$ cat config.mk
export PLATFORM = sky130hd
export DESIGN_NAME = counter_driver
export DESIGN_NICKNAME = d
export VERILOG_FILES = /design/src/rtl/counter_driver.sv
export SDC_FILE = /design/constraint.sdc
export NUM_CORES = 1
export LEC_CHECK = 0
export ABC_AREA = 1
export CAP_MARGIN = 5
export CORE_MARGIN = 3
export CORE_UTILIZATION = 45
export DETAILED_ROUTE_END_ITERATION = 16
export PLACE_DENSITY = 0.71
export RECOVER_POWER = 50
export SLEW_MARGIN = 20
export SYNTH_ARGS = -nofsm -noshare
export SYNTH_HDL_FRONTEND = slang
export SYNTH_SLANG_ARGS = --single-unit
$ cat constraint.sdc
create_clock -name clk -period 1.3 [get_ports clk]
set_input_delay 0.39 -clock clk [delete_from_list [all_inputs] [get_ports clk]]
set_output_delay 0.39 -clock clk [all_outputs]
set_load 0.1 [all_outputs]
$ cat src/rtl/counter_driver.sv
// counter_driver: prescaled tick and four-phase preload control feeding the mod-4 counter's
// enb/modo/data inputs; every output is a register.
module counter_driver #(
    parameter int DIV_W = 8
) (
    input  logic             clk,
    input  logic             rst,
    input  logic             i_start,
    input  logic             i_stop,
    input  logic [DIV_W-1:0] i_div,
    input  logic             i_load_req,
    input  logic [3:0]       i_load_val,
    output logic             o_enb,
    output logic             o_modo,
    output logic [3:0]       o_data,
    output logic             o_load_ack,
    output logic             o_running
);
    typedef enum logic [1:0] {IDLE, RUN, LOAD, ACK} state_t;

    state_t           r_state, w_state;
    logic [DIV_W-1:0] r_pc, w_pc, r_div_q, w_div_q;
    logic             r_ret, w_ret, r_enb, w_enb, r_modo, w_modo, r_ack, w_ack;
    logic [3:0]       r_data, w_data;
    logic             w_in_hs;

    assign w_in_hs = (r_state == LOAD) || (r_state == ACK);

    always_comb begin
        w_state = r_state;
        w_pc    = r_pc;
        w_div_q = r_div_q;
        w_ret   = r_ret;
        w_enb   = 1'b0;
        w_modo  = 1'b0;
        w_data  = r_data;
        w_ack   = r_ack;
        // During a handshake start/stop only retarget where we return to; a fresh
        // start from an idle return target also takes a new divisor.
        if (w_in_hs && i_stop) begin
            w_ret = 1'b0;
        end else if (w_in_hs && i_start) begin
            w_ret   = 1'b1;
            w_div_q = r_ret ? r_div_q : i_div;
        end
        case (r_state)
            IDLE: begin
                if (i_load_req) begin
                    w_state = LOAD;
                    w_data  = i_load_val;
                    w_enb   = 1'b1;
                    w_modo  = 1'b1;
                end else if (i_start && !i_stop) begin
                    w_state = RUN;
                    w_div_q = i_div;
                    w_pc    = '0;
                    w_ret   = 1'b1;
                end
            end
            RUN: begin
                if (i_stop) begin
                    w_state = IDLE;
                    w_ret   = 1'b0;
                    w_pc    = '0;
                end else if (i_load_req) begin
                    w_state = LOAD;
                    w_data  = i_load_val;
                    w_enb   = 1'b1;
                    w_modo  = 1'b1;
                end else if (r_pc == r_div_q) begin
                    w_pc  = '0;
                    w_enb = 1'b1;
                end else begin
                    w_pc = r_pc + 1'b1;
                end
            end
            LOAD: begin
                w_state = ACK;
                w_ack   = 1'b1;
                w_pc    = '0;
            end
            default: begin
                if (!i_load_req) begin
                    w_ack   = 1'b0;
                    w_state = w_ret ? RUN : IDLE;
                end
            end
        endcase
    end

    always_ff @(posedge clk) begin
        if (!rst) begin
            r_state <= IDLE;
            r_pc    <= '0;
            r_div_q <= '0;
            r_ret   <= 1'b0;
            r_enb   <= 1'b0;
            r_modo  <= 1'b0;
            r_data  <= '0;
            r_ack   <= 1'b0;
        end else begin
            r_state <= w_state;
            r_pc    <= w_pc;
            r_div_q <= w_div_q;
            r_ret   <= w_ret;
            r_enb   <= w_enb;
            r_modo  <= w_modo;
            r_data  <= w_data;
            r_ack   <= w_ack;
        end
    end

    assign o_enb      = r_enb;
    assign o_modo     = r_modo;
    assign o_data     = r_data;
    assign o_load_ack = r_ack;
    assign o_running  = r_ret;
endmodule

# Yosys cells after proc, flatten, opt, wreduce, memory -nomap -nowiden
# Index checks and enable logic that the tools add are counted.
[totals]
regBits = 26
out_inout_bits = 8
word_cells = 72
[op_classes]
add_sub_neg = 1
n_eq_ne = 12
mux = 37
bitwise = 1
n_reduce_logical = 13
[op_table]
columns = ["operator", "n"]
rows = [
  ["2-to-1 mux 8 bit", 11],
  ["one-hot mux 8 bit (3 select lines)", 1],
  ["2-to-1 mux 1 bit", 12],
  ["2-to-1 mux 2 bit", 5],
  ["!= test 3 bit, second input constant", 3],
  ["adder 8 x 1 -> 8 bit, second input constant", 1],
  ["equality test 8 bit", 1],
  ["2-to-1 mux 4 bit", 2],
  ["one-hot mux 1 bit (2 select lines)", 4],
  ["one-hot mux 4 bit (2 select lines)", 1],
  ["!= test 2 bit, second input constant", 3],
  ["one-hot mux 2 bit (3 select lines)", 1],
  ["equality test 2 bit, second input constant", 2],
  ["!= test 4 x 1 -> 1 bit, second input constant", 1],
  ["AND reduction 2 bit", 2],
  ["AND reduction 4 bit", 1],
  ["logical AND 1 bit", 3],
  ["AND reduction 3 bit", 1],
  ["nonzero test 3 bit", 1],
  ["equality test 2 x 1 -> 1 bit, second input constant", 1],
  ["logical NOT 2 bit", 1],
  ["!= test 2 x 1 -> 1 bit, second input constant", 1],
  ["nonzero test 2 bit", 1],
  ["OR reduction 2 bit", 1],
  ["other kinds (3)", 3],
]

# Longest topological paths before layout
# Gate-level depths: netlist of the first run.
[depth]
word_depth = 8
mapped_depth = 10
ltp_nobuf = 10

# Worst setup path before layout of the first run
# No wires, ideal clock.
[synth_timing]
kind = "register to register"
from = "register r_ret (netlist: o_running)"
to = "register r_state[0]"
setup_time_ns = 0.070
arrival_ns = 1.582
setup_slack_ns = -0.351
stages_incl_launch_ff = 7
path_buffers = 0
cell_sequence = "dfxtp_1 -> inv_1 -> nand2_1 -> o21ai_1 -> nor2_1 -> o22ai_1 -> a21oi_1"
[synth_between]
elab_chain_cells = 5
[synth_lines]
columns = ["element", "line", "text"]
rows = [
  ["start, declared", "23", "logic r_ret, w_ret, r_enb, w_enb, r_modo, w_modo, r_ack, w_ack;"],
  ["start signal, assigned", "105", "r_ret <= w_ret;"],
  ["2-to-1 mux 1 bit", "42", "end else if (w_in_hs && i_start) begin"],
  ["2-to-1 mux 1 bit", "40", "if (w_in_hs && i_stop) begin"],
  ["2-to-1 mux 1 bit", "85", "w_state = w_ret ? RUN : IDLE;"],
  ["2-to-1 mux 2 bit", "83", "if (!i_load_req) begin"],
  ["one-hot mux 2 bit (3 select lines)", "46", "case (r_state)"],
  ["end signal, assigned", "102", "r_state <= w_state;"],
  ["end, declared", "21", "state_t r_state, w_state;"],
]
# No other way between the ends. The select of a mux whose other input is x is not followed.
# A chain may end at the register's enable or synchronous reset.

# Final worst setup path of the first run
[layout_timing]
from = "register r_pc[3]"
to = "register r_pc[7]"
[layout_between]
elab_chain_cells = 5
[layout_lines]
columns = ["element", "line", "text"]
rows = [
  ["start, declared", "22", "logic [DIV_W-1:0] r_pc, w_pc, r_div_q, w_div_q;"],
  ["start signal, assigned", "103", "r_pc <= w_pc;"],
  ["adder 8 x 1 -> 8 bit / equality test 8 bit (equally long branches)", "74, 70", ""],
  ["2-to-1 mux 8 bit *", "70", "end else if (r_pc == r_div_q) begin"],
  ["2-to-1 mux 8 bit *", "65", "end else if (i_load_req) begin"],
  ["2-to-1 mux 8 bit *", "61", "if (i_stop) begin"],
  ["one-hot mux 8 bit (3 select lines) *", "46", ""],
]
# Every way passes the cells marked *; elsewhere a longest branch is shown, timed or not. The select of a mux whose other input is x is not followed.

==> metrics.txt, run 1 <==
Root Driver clkbuf_4; Avg Cell Area, Syn 7.024 µm²; Seq. cell area 554.3 µm²; post-synthesis compound-gate area fraction 0.1668; via count ~1400; share of layout cells above drive strength 1 0.3663; Initial Utilization 0.4773; Nets between 200 and 300; max_cap viols 0; Final Max Slew Viols 0; syn nets between 200 and 250; Static Leak 0.8969 nW; fraction of synthesized area in multiplexers 0; area share of fa/ha/maj cells after synthesis 0.009425; crit path launch r_pc[3]$_SDFFE_PN0P_; Seq/Total Area, Yosys 0.3921; CP Capture Type flip-flop; Cells after Synth 189; clk slew on worst S/H paths approximately 140 ps; global route overflow 0; FFs w/ async S/R, synth 0; First-pass DRT Iterations 4; vias in the first global route 1310; unrepaired setup endpoints after global routing true; worst relative slew slack 0.8363; setup ws final -4.644 ps; pin count of the biggest net entering global routing 16; Post-DRT Antenna Nets 0; period utilization 1.004; IO Port Bufs 24; multi-input logic area 770.7 µm²; die height ~60 µm; drt total wl 3887 µm; Tot Pwr 2.384 mW; DIE WIDTH 60.32 µm; Final Skew 1.166 ps; CTS Buffer Depth 2; Synth-to-Final Area Change 57.21%; largest area contributor in the netlist dfxtp_1; CTS tree yes; All-Layer GR Usage 0.2143; Worst Path Arrival 1540 ps; # DRC 0; power density over the cells between 1000 and 1500 nW/µm²; Worst Max-Slew Pin Slew 245.6 ps; HP Class reg2reg; Cells on Worst Hold Path 2; post-synthesis xor/xnor area fraction 0.05278; CORE AREA 2781 µm²; largest family of logic cells by synthesized area simple AND/OR/NAND/NOR gates; flops & latches, synth 26; num rows 19; Crit Path Max Fanout 3; crit start category flip-flop; RR Endpoint r_pc[7]$_SDFFE_PN0P_; WL/cell approximately 14 µm; setup violators final 1; Final Util 0.7503; Reg2Reg Depth 6; Yosys Warn Count 0; top cell type's share of synthesized area 0.3921; final hold vios 0; status finished with violations; initial antenna violation count 0; clk sinks 26; critical setup path kind reg2reg; failing checks negative setup slack; vias per cell 5.212; Post-synth EDFFs 0; DP HPWL 2464 µm; DRT iter0 DRCs 76; unique cell type count in the Yosys netlist 26; WP data required about 1500 ps; first-pass GRT wire length 5796 µm; flop-to-flop setup slack -5 ps; total CTS buffers 3; Filler Cell Count 193; RD Place Congestion 0.8343; FMAX between 700 and 800 MHz; worst skew pair latency 330 ps; min cycle time layout 1305 ps; die area 3638 µm²; Top Ports 25; # diodes 0; end point of the critical path r_pc[7]$_SDFFE_PN0P_; synth top area cells dfxtp_1, nand2_1, inv_1; Reg-to-Reg Start r_pc[3]$_SDFFE_PN0P_; post-synthesis cell area 1328 µm²; H-tree levels 1; Post-Synth Simple-Gate Area 0.2639; Main synth FF type dfxtp_1; Hold WS 497.0 ps; Max rail drop VDD 1264 µV
sequential cells by signal, summed over array words and instances, names as in the netlist:
register	cells
o_enb	1
r_state	2
o_data	4
o_running	1
r_pc	8
r_div_q	8
o_modo	1
o_load_ack	1
metal layers:
| metal | share of wire | vias up | routed length, µm | GRT usage |
|---|---|---|---|---|
| li1 | - | 706 | - | - |
| met1 | 0.40 | 664 | 1541 | 0.2542 |
| met2 | 0.52 | 48 | 2027 | 0.3781 |
| met3 | 0.056 | 10 | 219 | 0.04968 |
| met4 | 0.025 | 0 | 99 | 0.06962 |
| met5 | 0 | - | 0 | 0 |
synthesized netlist by cell type, drive strengths merged, types with 2 or more instances:
| master | count |
|---|---|
| nand3 | 8 |
| inv | 35 |
| nor3 | 2 |
| xnor2 | 4 |
| a21oi | 16 |
| o21ai | 17 |
| nand4 | 2 |
| xor2 | 4 |
| nand2 | 48 |
| dfxtp | 26 |
| nor2 | 20 |
timing repair:
action,in CTS,in global routing
endpoints found under the setup margin,25,23
gates resized for setup,20,38
buffers inserted,4,3
pin swaps,3,8
gates cloned,1,1
hold buffers,0,0
critical path, stage by stage, from the launching register on:
cell	delay (ps)
dfxtp_4	400
nand2_1	130
inv_2	110
nand4_1	180
nor2_4	150
xor2_1	180
nor2_1	70
power by group:
group	leakage (nW)	switching (mW)	internal, mW
Combinational	0.648	0.512	0.366
Clock	0.0279	0.247	0.312
Sequential	0.221	0.0780	0.869
Total	0.897	0.837	1.55
through the flow:
step | worst slack [ps] | cells | setup TNS, ps | area (µm²)
3_3_place_gp | -591.2 | 262 | -11890 | 1826
3_5_place_dp | -645.7 | 262 | -13180 | 1826
6_report | -4.644 | 274 | -4.644 | 2087
5_1_grt | -91.71 | 274 | -755.2 | 2087
2_1_floorplan | 1.020 | 189 | 0 | 1335
4_1_cts | 3.261 | 270 | 0 | 1964
worst min-delay path by stage:
stage	to	slack, ps	start
2_1_floorplan	r_div_q[5]$_SDFF_PN0_	520	r_div_q[5]$_SDFF_PN0_
3_3_place_gp	o_data[2]$_SDFFE_PN0P_	470	o_data[2]$_SDFFE_PN0P_
3_5_place_dp	o_data[2]$_SDFFE_PN0P_	480	o_data[2]$_SDFFE_PN0P_
4_1_cts	o_data[2]$_SDFFE_PN0P_	500	o_data[2]$_SDFFE_PN0P_
5_1_grt	o_data[1]$_SDFFE_PN0P_	520	o_data[1]$_SDFFE_PN0P_
6_report	o_data[2]$_SDFFE_PN0P_	500	o_data[2]$_SDFFE_PN0P_
cell type report:
| class | instances | share of cell area |
|---|---|---|
| flip-flops and latches | 26 | 0.2656 |
| inverters | 35 | 0.06775 |
| clock inverters | 1 | 0.01439 |
| repair inverters | 1 | 0.002398 |
| multi-input cells | 127 | 0.3693 |
| repair buffers | 50 | 0.2512 |
| well taps | 31 | 0.01859 |
| clock buffers | 3 | 0.01079 |
kinds of logic after synthesis:
kind of cell,Yosys count
buffers and inverters,37
xor gates and xnor gates,8
DFF,26
and+or+nand+nor,80
AOI/OAI and AO/OA,37
adders and majority gates,1
cell usage in the layout (no fill, tap or decap), types with 4 or more instances in the layout:
cell type and n:
buf_12 9, o21ai_0 10, o21ai_1 5, nand2_2 8, dfxtp_4 6, nand2_1 40, nor2_1 13, dfxtp_2 9
inv_1 30, nor2_2 4, a21oi_1 13, xnor2_1 4, clkdlybuf4s50_1 13, xor2_1 4, nand3_1 4, buf_4 24
dfxtp_1 11
(Power assumes the default switching activity.)
==> inputs of run 2 (changes only) <==
--- a/config.mk
+++ b/config.mk
@@ -5,12 +5,13 @@
 export SDC_FILE = /design/constraint.sdc
 export NUM_CORES = 1
 export LEC_CHECK = 0
-export ABC_AREA = 1
+export ABC_AREA = 0
 export CAP_MARGIN = 5
 export CORE_MARGIN = 3
 export CORE_UTILIZATION = 45
 export DETAILED_ROUTE_END_ITERATION = 16
-export PLACE_DENSITY = 0.71
+export GPL_TIMING_DRIVEN = 0
+export PLACE_DENSITY = 0.72
 export RECOVER_POWER = 50
 export SLEW_MARGIN = 20
 export SYNTH_ARGS = -nofsm -noshare
==> metrics.txt, run 2 <==
worst relative slew slack 0.7566 (-0.07964); First-pass DRT Iterations 4 (unchanged); Logic pwr share 0.308 (-0.060); Int Power 1.253 mW (-19%); DRT iter0 DRCs 24 (-68%); post-synthesis xor/xnor area fraction 0.1086 (+0.05580); unrepaired setup endpoints after global routing true; synth top area cells dfxtp_1, mux2i_1, nor2_1; # diodes 0 (unchanged); crit start category input pin; unique cell type count in the Yosys netlist 32 (+23%); CTS Buffer Depth 2 (unchanged); design area 1769 µm² (-15%); Post-synth top cells dfxtp_1, nor2_1, mux2i_1; FFs w/ async S/R, synth 0 (unchanged); num rows 18 (-1); Top Ports 25 (unchanged); CP Capture Type flip-flop; top-count cell post-synth dfxtp_1; IO Port Bufs 24 (unchanged); setup ws final -179.2 ps (-174.5 ps); WL/cell 14.39 µm (+1.4%); vias per cell 5.372 (+3.1%); worst skew pair latency 320 ps (about the same); Flop pwr share 0.471 (+0.074); Reg2Reg Depth 5 (-1); DIE WIDTH 57.85 µm (-4.1%); failing checks negative setup slack; min cycle time layout 1479 ps (+174.5 ps); top cell type's share of synthesized area 0.4302 (+0.03811); Final Skew 3.639 ps (+2.473 ps); max_cap viols 0 (unchanged); All-Layer GR Usage 0.1695 (-0.04475); CTS Hold Buffers Added 0 (unchanged); dpl ws -776.9 ps (-131.2 ps); syn nets 144 (-30%); clk slew on worst S/H paths 140 ps (about the same); via count 1010 (-29%); Post-Synth Simple-Gate Area 0.1841 (-0.07983); Worst Max-Slew Pin Slew 365.1 ps (+119.5 ps); critical setup path kind in2reg; DP HPWL 1786 µm (-27%); first-pass GRT wire length 4319 µm (-25%); H-tree levels 1 (unchanged); Post-DP Area 1513 µm² (-17%); die height 57.85 µm (-4.1%); CORE AREA 2522 µm² (-9.3%); global route overflow 0 (unchanged); Cells after Synth 126 (-33%); RD Place Congestion 0.8524 (+2.2%); period utilization 1.138 (+0.1342); # DRC 0 (unchanged); power density over the cells 1050 nW/µm² (-8.1%); HP Class reg2reg; largest family of logic cells by synthesized area simple AND/OR/NAND/NOR gates; Post-DRT Antenna Nets 0 (unchanged); Crit Path Max Fanout 9 (+6); flops & latches, synth 26 (unchanged); Max rail drop VDD 838.1 µV (-34%); status finished with violations; initial antenna violation count 0 (unchanged); FMAX 676.1 MHz (-12%); clk sinks 26 (unchanged); setup violators final 19 (+18); Synth-to-Final Area Change 46.23%; clock share of power 0.222 (-0.013); Initial Utilization 0.4797 (+0.002380); die area 3347 µm² (-8.0%); Root Driver clkbuf_4; Seq/Total Area, Yosys 0.4302 (+0.03811); Final Max Slew Viols 0 (unchanged); Yosys Warn Count 0 (unchanged); share of layout cells above drive strength 1 0.3418 (-0.02448); Worst Path Arrival 1740 ps (+200 ps); post-synthesis compound-gate area fraction 0.1262 (-0.04066); pin count of the biggest net entering global routing 15 (-1); Avg Cell Area, Syn 9.602 µm² (+37%); Psw 604.9 µW (-28%); final hold vios 0 (unchanged); drt total wl 2705 µm (-30%); Post-synth EDFFs 0 (unchanged); WP data required 1560 ps (+20 ps); Main synth FF type dfxtp_1; most common cell after layout, fill and taps aside nor2_1; area share of fa/ha/maj cells after synthesis 0.01034 (+0.0009162); post-synthesis cell area 1210 µm² (-8.9%); Cells on Worst Hold Path 2 (unchanged); most frequent cells in the layout nor2_1, mux2i_1, clkdlybuf4s50_1; fraction of synthesized area in multiplexers 0.1075 (+0.1075); CTS tree yes; vias in the first global route 994 (-24%); total CTS buffers 3 (unchanged); switching part of the total 0.3256 (-0.02546); Static Leak 0.7445 nW (-17%); largest area contributor in the netlist dfxtp_1; Nets 177 (-32%)
[run 2: cell types whose count changed after synthesis, sizes merged, moves of 3 or more]
cell	change
nand2	-43
inv	-32
nand3	-7
mux2i	+13
a21oi	-9
a211oi	+3
nor2	+3
xor2	+5
o21ai	-13
[run 2: stage by stage]
stage	cells	power (mW)	hold WS (ps)	utilization	setup TNS (ps)
after CTS	186	1.825	495.4	0.6667	-1296
after detailed placement	180	1.349	467.6	0.5997	-18190
final	188	1.858	512.1	0.7014	-1572
after global placement	180	1.342	460.0	0.5997	-17770
after global routing	188	1.951	558.5	0.7014	-2865
after floorplan	126	1.219	483.7	-	-176.5
[run 2: final cells by class]
| type | count | area (µm²) |
|---|---|---|
| fill | 190 | 753.2 |
| buffer | 3 | 21.27 |
| sequential | 26 | 549.3 |
| clock buffer | 4 | 36.28 |
| timing repair buffer | 30 | 374.1 |
| tap | 30 | 37.54 |
| inverter | 3 | 18.77 |
| multi-input combinational | 92 | 732.0 |
[run 2: worst paths after layout]
path	endpoint	slack [ps]	from
setup / recovery	r_pc[6]$_SDFFE_PN0P_	-180	rst
hold / removal	o_load_ack$_SDFFE_PN0P_	510	o_load_ack$_SDFFE_PN0P_
setup reg to reg	r_pc[1]$_SDFFE_PN0P_	-160	r_state[0]$_SDFFE_PN0P_
hold reg to reg	o_load_ack$_SDFFE_PN0P_	510	o_load_ack$_SDFFE_PN0P_
[run 2: kinds of logic after synthesis]
kind of cell	count (synthesis)
compound gates	20
buf+inv	8
fa+ha+maj	1
flops	26
simple gates	43
mux	13
xor+xnor	15
[run 2: worst max-delay path, stage by stage]
cell and delay (ps):
dlygate4sd3_1 640, inv_2 150, a2111oi_4 340, a21oi_4 100, nor2_1 120
[run 2: power groups by stage]
| stage | sequential (mW) | clock (mW) | combinational (mW) |
|---|---|---|---|
| after floorplan | 1.02 | 0 | 0.198 |
| after global placement | 0.884 | 0 | 0.458 |
| after detailed placement | 0.886 | 0 | 0.462 |
| after CTS | 0.872 | 0.425 | 0.528 |
| after global routing | 0.880 | 0.472 | 0.600 |
| final | 0.874 | 0.412 | 0.572 |
[run 2: what timing repair did]
| item | in CTS | in global routing |
|---|---|---|
| pin swaps | 15 | 2 |
| resized for setup | 80 | 22 |
| endpoints found under the setup margin | 30 | 29 |
| buffers inserted | 4 | 2 |
[run 2: per-layer routing]
metal / vias up / wire (µm) / part of all wire / global-route usage
met5: - / 0 / 0 / 0
met4: 0 / 72 / 0.027 / 0.1060
met3: 6 / 111 / 0.041 / 0.02673
met2: 22 / 1379 / 0.51 / 0.3000
met1: 489 / 1141 / 0.42 / 0.1878
li1: 493 / - / - / -
